File: config.mk
export PLATFORM = sky130hd
export DESIGN_NAME = data_mem_arbiter_flat
export DESIGN_NICKNAME = d
export VERILOG_FILES = /design/src/rtl/data_mem_arbiter_pkg.sv /design/src/rtl/data_mem_arbiter_if.sv /design/src/rtl/data_mem_arbiter_starve_counter.sv /design/src/rtl/data_mem_arbiter.sv /design/src/flat_wrapper.sv
export SDC_FILE = /design/constraint.sdc
export NUM_CORES = 1
export LEC_CHECK = 0
export CORE_AREA = 2 2 91 93
export CTS_CLUSTER_DIAMETER = 40
export DETAILED_ROUTE_END_ITERATION = 10
export DIE_AREA = 0 0 93 95
export GPL_ROUTABILITY_DRIVEN = 1
export GPL_TIMING_DRIVEN = 0
export PLACE_DENSITY = 0.77
export SETUP_SLACK_MARGIN = 0.1
export SYNTH_ARGS = -nofsm -noshare
export SYNTH_HDL_FRONTEND = slang
export SYNTH_SLANG_ARGS = --single-unit
File: constraint.sdc
create_clock -name clk -period 2.8 [get_ports clk]
set_input_delay 0.56 -clock clk [delete_from_list [all_inputs] [get_ports clk]]
set_output_delay 0.56 -clock clk [all_outputs]
set_load 0.03 [all_outputs]
File: src/rtl/data_mem_arbiter_pkg.sv
// data_mem_arbiter_pkg
//   Shared types for the data memory arbiter: who drives the memory port
//   in the current cycle.
package data_mem_arbiter_pkg;

  typedef enum logic [1:0] {
    OWNER_NONE = 2'd0,
    OWNER_CORE = 2'd1,
    OWNER_HOST = 2'd2
  } owner_e;

endpackage

File: src/rtl/data_mem_arbiter_if.sv
// data_mem_arbiter_if
//   Bundles the three buses around the arbiter:
//     core_*  : execute-stage data port of the pipelined core
//     host_*  : host/loader port (preload, debug readout, DMA)
//     mem_*   : single-port synchronous data memory
//   slave  - arbiter view (consumes core/host requests, drives the memory)
//   master - environment view (core, host and memory model)
interface data_mem_arbiter_if #(
  parameter int D_SIZE = 32,
  parameter int A_SIZE = 10
);
  logic              core_read;
  logic              core_write;
  logic [A_SIZE-1:0] core_address;
  logic [D_SIZE-1:0] core_data_out;
  logic [D_SIZE-1:0] core_data_in;
  logic              core_wait;

  logic              host_req;
  logic              host_we;
  logic [A_SIZE-1:0] host_addr;
  logic [D_SIZE-1:0] host_wdata;
  logic              host_gnt;
  logic              host_rvalid;
  logic [D_SIZE-1:0] host_rdata;

  logic              mem_read;
  logic              mem_write;
  logic [A_SIZE-1:0] mem_address;
  logic [D_SIZE-1:0] mem_data_out;
  logic [D_SIZE-1:0] mem_data_in;

  modport slave (
    input  core_read, core_write, core_address, core_data_out,
    input  host_req, host_we, host_addr, host_wdata,
    input  mem_data_in,
    output core_data_in, core_wait,
    output host_gnt, host_rvalid, host_rdata,
    output mem_read, mem_write, mem_address, mem_data_out
  );

  modport master (
    output core_read, core_write, core_address, core_data_out,
    output host_req, host_we, host_addr, host_wdata,
    output mem_data_in,
    input  core_data_in, core_wait,
    input  host_gnt, host_rvalid, host_rdata,
    input  mem_read, mem_write, mem_address, mem_data_out
  );

endinterface

File: src/rtl/data_mem_arbiter_starve_counter.sv
// starve_counter
//   Counts consecutive cycles in which the host is requesting but not
//   granted. Saturates at STARVE_LIMIT; at_limit tells the grant logic to
//   force a host slot.
//   Ports: clk, rst_n (async, active low), req (host request),
//          gnt (host granted this cycle), at_limit (count == STARVE_LIMIT).
module starve_counter #(
  parameter int STARVE_LIMIT = 8
) (
  input  logic clk,
  input  logic rst_n,
  input  logic req,
  input  logic gnt,
  output logic at_limit
);

  localparam int            CW    = $clog2(STARVE_LIMIT + 1);
  localparam logic [CW-1:0] LIMIT = CW'(STARVE_LIMIT);

  logic [CW-1:0] cnt_d, cnt_q;

  always_comb begin
    cnt_d = cnt_q;
    if (!req || gnt)          cnt_d = '0;
    else if (cnt_q != LIMIT)  cnt_d = cnt_q + 1'b1;
  end

  always_ff @(posedge clk or negedge rst_n) begin
    if (!rst_n) cnt_q <= '0;
    else        cnt_q <= cnt_d;
  end

  assign at_limit = (cnt_q == LIMIT);

endmodule

File: src/rtl/data_mem_arbiter.sv
// data_mem_arbiter
//   Shares the single-port data memory between the core's execute-stage
//   data port and the host port. The core owns the memory by default; the
//   host takes idle cycles, and after STARVE_LIMIT denied cycles gets one
//   forced slot during which core_wait stalls the core.
//   Ports: clk, rst_n (async, active low), bus (data_mem_arbiter_if.slave:
//          core_*, host_*, mem_* groups).
module data_mem_arbiter
  import data_mem_arbiter_pkg::*;
#(
  parameter int D_SIZE       = 32,
  parameter int A_SIZE       = 10,
  parameter int STARVE_LIMIT = 8
) (
  input logic                clk,
  input logic                rst_n,
  data_mem_arbiter_if.slave  bus
);

  owner_e            owner;
  logic              core_acc, at_limit, forced, host_gnt;
  logic              mem_read, mem_write;
  logic [A_SIZE-1:0] mem_address;
  logic [D_SIZE-1:0] mem_data_out;
  logic              host_rvalid_d, host_rvalid_q;

  assign core_acc = bus.core_read | bus.core_write;
  assign forced   = at_limit & bus.host_req;

  starve_counter #(.STARVE_LIMIT(STARVE_LIMIT)) u_starve (
    .clk      (clk),
    .rst_n    (rst_n),
    .req      (bus.host_req),
    .gnt      (host_gnt),
    .at_limit (at_limit)
  );

  always_comb begin
    owner = OWNER_NONE;
    if (forced)            owner = OWNER_HOST;
    else if (core_acc)     owner = OWNER_CORE;
    else if (bus.host_req) owner = OWNER_HOST;
  end

  // Memory mux. A core write with a simultaneous read drops the read.
  always_comb begin
    mem_read     = 1'b0;
    mem_write    = 1'b0;
    mem_address  = '0;
    mem_data_out = '0;
    case (owner)
      OWNER_CORE: begin
        mem_write    = bus.core_write;
        mem_read     = bus.core_read & ~bus.core_write;
        mem_address  = bus.core_address;
        mem_data_out = bus.core_data_out;
      end
      OWNER_HOST: begin
        mem_write    = bus.host_we;
        mem_read     = ~bus.host_we;
        mem_address  = bus.host_addr;
        mem_data_out = bus.host_wdata;
      end
      default: ;
    endcase
  end

  assign host_gnt      = (owner == OWNER_HOST);
  assign host_rvalid_d = host_gnt & ~bus.host_we;

  always_ff @(posedge clk or negedge rst_n) begin
    if (!rst_n) host_rvalid_q <= 1'b0;
    else        host_rvalid_q <= host_rvalid_d;
  end

  assign bus.mem_read     = mem_read;
  assign bus.mem_write    = mem_write;
  assign bus.mem_address  = mem_address;
  assign bus.mem_data_out = mem_data_out;
  assign bus.host_gnt     = host_gnt;
  assign bus.host_rvalid  = host_rvalid_q;
  assign bus.host_rdata   = bus.mem_data_in;
  // Core samples this only one cycle after its own served read.
  assign bus.core_data_in = bus.mem_data_in;
  assign bus.core_wait    = forced & core_acc;

endmodule
File: src/flat_wrapper.sv
// flat-port wrapper written by rule: the top's interface ports become plain ports
module data_mem_arbiter_flat import data_mem_arbiter_pkg::*;
#(
  parameter int D_SIZE       = 32,
  parameter int A_SIZE       = 10,
  parameter int STARVE_LIMIT = 8
)
  (clk, rst_n, bus_core_read, bus_core_write, bus_core_address, bus_core_data_out, bus_host_req, bus_host_we, bus_host_addr, bus_host_wdata, bus_mem_data_in, bus_core_data_in, bus_core_wait, bus_host_gnt, bus_host_rvalid, bus_host_rdata, bus_mem_read, bus_mem_write, bus_mem_address, bus_mem_data_out);
  data_mem_arbiter_if #(.D_SIZE(D_SIZE), .A_SIZE(A_SIZE)) bus_i ();
  input logic clk;
  input logic rst_n;
  input wire logic [$bits(bus_i.core_read)-1:0] bus_core_read;
  input wire logic [$bits(bus_i.core_write)-1:0] bus_core_write;
  input wire logic [$bits(bus_i.core_address)-1:0] bus_core_address;
  input wire logic [$bits(bus_i.core_data_out)-1:0] bus_core_data_out;
  input wire logic [$bits(bus_i.host_req)-1:0] bus_host_req;
  input wire logic [$bits(bus_i.host_we)-1:0] bus_host_we;
  input wire logic [$bits(bus_i.host_addr)-1:0] bus_host_addr;
  input wire logic [$bits(bus_i.host_wdata)-1:0] bus_host_wdata;
  input wire logic [$bits(bus_i.mem_data_in)-1:0] bus_mem_data_in;
  output wire logic [$bits(bus_i.core_data_in)-1:0] bus_core_data_in;
  output wire logic [$bits(bus_i.core_wait)-1:0] bus_core_wait;
  output wire logic [$bits(bus_i.host_gnt)-1:0] bus_host_gnt;
  output wire logic [$bits(bus_i.host_rvalid)-1:0] bus_host_rvalid;
  output wire logic [$bits(bus_i.host_rdata)-1:0] bus_host_rdata;
  output wire logic [$bits(bus_i.mem_read)-1:0] bus_mem_read;
  output wire logic [$bits(bus_i.mem_write)-1:0] bus_mem_write;
  output wire logic [$bits(bus_i.mem_address)-1:0] bus_mem_address;
  output wire logic [$bits(bus_i.mem_data_out)-1:0] bus_mem_data_out;
  assign bus_i.core_read = bus_core_read;
  assign bus_i.core_write = bus_core_write;
  assign bus_i.core_address = bus_core_address;
  assign bus_i.core_data_out = bus_core_data_out;
  assign bus_i.host_req = bus_host_req;
  assign bus_i.host_we = bus_host_we;
  assign bus_i.host_addr = bus_host_addr;
  assign bus_i.host_wdata = bus_host_wdata;
  assign bus_i.mem_data_in = bus_mem_data_in;
  assign bus_core_data_in = bus_i.core_data_in;
  assign bus_core_wait = bus_i.core_wait;
  assign bus_host_gnt = bus_i.host_gnt;
  assign bus_host_rvalid = bus_i.host_rvalid;
  assign bus_host_rdata = bus_i.host_rdata;
  assign bus_mem_read = bus_i.mem_read;
  assign bus_mem_write = bus_i.mem_write;
  assign bus_mem_address = bus_i.mem_address;
  assign bus_mem_data_out = bus_i.mem_data_out;
  data_mem_arbiter #(.D_SIZE(D_SIZE), .A_SIZE(A_SIZE), .STARVE_LIMIT(STARVE_LIMIT)) u_core (.clk(clk), .rst_n(rst_n), .bus(bus_i));
endmodule
==> out/results.md, run 1 <==
| Step | Quantity | This run |
|---|---|---|
| detailed routing | Total number of vias | 2,150 |
| finish | Area occupied by multi-input gates | 1050 sq um |
| setup path | Register-to-register setup slack | 810 ps |
| outcome | Outcome | finished, final reports clean |
| detailed routing | Avg WL per Cell | 14.0 um |
| placement | HPWL reported at the end of detailed placement | 6040 um |
| placement | GPL Wtd Cong | 0.773 |
| placement | Placement-stage worst setup slack | -1160 ps |
| setup path | Cell with the most instances on the worst path | buf_12 |
| grt | Global-route congestion overflow total | 0 |
| setup path | Data arrival, critical path | 2100 ps |
| timing | Setup skew after layout | 0.427 ps |
| timing | Shortest clock period the worst path allows after layout | 2660 ps |
| die | Core Region | 7930 sq um |
| hold path | Type of the most critical hold path | in2async |
| die | Overall die width | 93 um |
| timing | Fin Setup TNS | 0 ps |
| timing | Final-report hold violation count | 0 |
| pwr | Leak pwr | 1.74 nW |
| synth | Synth async-reset ratio | 1.00 |
| grt | Maximum number of pins on one net before global-route repair | 11 |
| clock tree | Clock tree sinks | 5 |
| synth | Number of flops mapped to enable cells by yosys | 0 |
| detailed routing | Drt first pass iters | 3 |
| synth | Register bit total from synthesis | 5 |
| grt | Total global-route track usage | 0.141 |
| placement | Quantity of I/O buffers inserted on ports | 200 |
| synth | Synth Cell Area | 1410 sq um |
| finish | Final std cells w/o fill | 516 |
| detailed routing | # DRC | 0 |
| finish | Count of filler cells inserted in the layout | 759 |
| setup path | Category of the worst setup path capture point | output pin |
| timing | Share of the clock period used by the worst path after layout | 0.951 |
| timing | Fmax | 375 MHz |
| clock tree | TritonCTS clock tree | yes |
| finish | Area Growth Syn to Fin | 187% |
| clock tree | Clock latency at the later pin of the worst-skew pair | 220 ps |
| synth | Primary flip-flop cell chosen by synthesis mapping | dfrtp_1 |
| timing | Count of endpoints failing setup in the final report | 0 |
| die | Vertical die dimension | 95 um |
| clock tree | Deepest clock path buffer count | 2 |
| finish | Total inserted antenna cells | 0 |
| detailed routing | Initial DRC Count | 8 |
| clock tree | Reg clk slew, reported paths | 30 ps |
| grt | Number of antenna violations at the first check in global routing | 0 |
| timing | Final number of max-transition violations | 0 |
| setup path | Kind of critical path | in2out |
| timing | Normalized max-slew margin | 0.777 |
| die | Initial core utilization | 0.177 |
| timing | RSZ-0062 raised after global routing | false |
| clock tree | Root Buffer | clkbuf_8 |
| grt | First-pass GRT wire length | 10,300 um |
| flow run | Number of max-cap violations | 0 |
| synth | Number of distinct library cell variants in the gate-level netlist after synthesis | 24 |
| detailed routing | Final antenna-violating net count | 0 |
| detailed routing | Wirelength, routed | 7240 um |
| synth | Post-synthesis sequential area ratio | 0.0890 |
| setup path | Kind of start point of the critical path | primary input |
| placement | Post-Place Cells | 507 |
| grt | Via count of the first global-routing pass | 2,135 |
| finish | Share of post-route cells with drive strength above 1 | 0.533 |
| timing | Setup ws final | 136 ps |
| synth | Number of warning messages in the yosys log | 0 |
| setup path | Reg2reg path depth | 11 |
| setup path | Endpoint required time on the critical path | 2240 ps |
| finish | Register area | 125 sq um |
| timing | Worst Max-Slew Pin Slew | 333 ps |
| clock tree | Post-CTS Hold Buffers | 0 |
| pwr | Total power divided by cell area | 266 nW/um^2 |
| clock tree | Number of H-tree levels | 1 |
| synth | Number of nets produced by synthesis | 329 |
| setup path | List of cells traversed by the critical path | clkdlybuf4s15_2 > nand4b_4 > o21ai_4 > and2_4 > ha_4 > buf_12 > buf_12 > a22oi_2 > nor2_2 > buf_4 |
| setup path | Slowest stage cell, crit path | clkdlybuf4s15_2 |
| synth | Mean instance size in the synthesized netlist | 6.96 sq um |
| finish | Total Nets Final | 539 |
| die | Die footprint | 8840 sq um |
| synth | Gate count after technology mapping | 202 |
| die | Top Ports | 233 |
| setup path | Worst-path maximum fanout | 10 |
| detailed routing | Via/cell ratio | 4.17 |
| finish | Final core occ | 0.509 |
| clock tree | Number of buffers inserted during clock tree synthesis | 3 |
| pwr | Total chip power | 1.07 mW |
| pwr | Peak supply drop | 0.000207 V |
| die | Standard-cell rows | 33 |
| setup path | Maximum single-stage delay on the critical path | 240 ps |
[power by group]
group / internal [mW] / total, mW / leakage, nW / switching, mW
Combinational: 0.428 / 0.864 / 1.65 / 0.436
Sequential: 0.0774 / 0.0809 / 0.0674 / 0.00348
Clock: 0.0975 / 0.130 / 0.0228 / 0.0324
[final cells by class]
| cell class | count | area share |
|---|---|---|
| clock buffers | 4 | 0.0112 |
| plain buffers | 79 | 0.174 |
| repair buffers | 205 | 0.487 |
| well taps | 105 | 0.0326 |
| flip-flops and latches | 5 | 0.0310 |
| multi-input cells | 114 | 0.261 |
| inverters | 4 | 0.00372 |
[per-stage QoR]
stage          instance area (sq um)  hold slack (ps)
2_1_floorplan                   1510              264
3_3_place_gp                    3640              564
3_5_place_dp                    3640              599
4_1_cts                         3820              561
5_1_grt                         4030              570
6_report                        4030              559
[sequential cells by signal, indices dropped and copies added (netlist names)]
name and count:
u_core.u_starve.cnt_q 4, u_core.bus.host_rvalid 1
[cell usage after synthesis, drive strengths merged, types with 2 or more instances]
cell,instances,area share
nand2,2,0.0053
inv,4,0.011
nor2b,3,0.013
nor2,48,0.13
a22oi,43,0.23
ha,5,0.044
dfrtp,5,0.089
buf,77,0.39
clkbuf,2,0.0053
[worst max-delay path, delay by kind of cell]
kind,cells,cell delay (ps)
AND/OR/NAND/NOR,3,370
AO/OA/AOI/OAI,2,300
adder cells (fa/ha/maj),1,160
buffers and inverters,4,680
[cell families after synthesis]
family / share of synthesized area
and+or+nand+nor: 0.193
xor gates and xnor gates: 0.00623
adders and majority gates: 0.0445
DFF: 0.0890
muxes: 0.0151
AOI/OAI and AO/OA: 0.248
buffers and inverters: 0.404
[cells in the final DEF, fill, tap and decap left out, drive strengths merged, types with 2 or more instances in the layout]
cell           count
a22oi             43
buf              128
clkbuf             4
clkdlybuf4s50    152
dfrtp              5
dlygate4sd2        2
ha                 5
inv                4
nand2              2
nor2              48
nor2b              3
[per-layer routing]
layer	up-vias	wire length, um	track usage	part of all wire
met3	0	702	0.0335	0.097
li1	1048	-	-	-
met4	0	0	0.0147	0
met1	971	2540	0.167	0.35
met5	-	0	0	0
met2	131	4000	0.267	0.55
[timing repair]
action | 4_1_cts | 5_1_grt
pin swaps | 4 | 1
setup buffers | 3 | 2
resized for setup | 320 | 53
endpoints found under the setup margin | 46 | 45
gates cloned | 0 | 0
[path summary, 6_finish.rpt]
path,from,endpoint
max,bus_host_req,bus_mem_data_out[18]
max in group asynchronous,rst_n,u_core.bus.host_rvalid
max reg2reg,u_core.u_starve.cnt_q[1],u_core.u_starve.cnt_q[0]
min in group clk,u_core.u_starve.cnt_q[1],u_core.u_starve.cnt_q[1]
min reg2reg,u_core.u_starve.cnt_q[1],u_core.u_starve.cnt_q[1]
min,rst_n,u_core.u_starve.cnt_q[1]
Note: power is estimated with default switching activity, not from simulation.
==> run 2: changes to the inputs <==
--- a/config.mk
+++ b/config.mk
@@ -9,7 +9,7 @@
 export CTS_CLUSTER_DIAMETER = 40
 export DETAILED_ROUTE_END_ITERATION = 10
 export DIE_AREA = 0 0 93 95
-export GPL_ROUTABILITY_DRIVEN = 1
+export GPL_ROUTABILITY_DRIVEN = 0
 export GPL_TIMING_DRIVEN = 0
 export PLACE_DENSITY = 0.77
 export SETUP_SLACK_MARGIN = 0.1
==> results of run 2 <==
Final layout, timing and power as in run 1 (identical DEF).
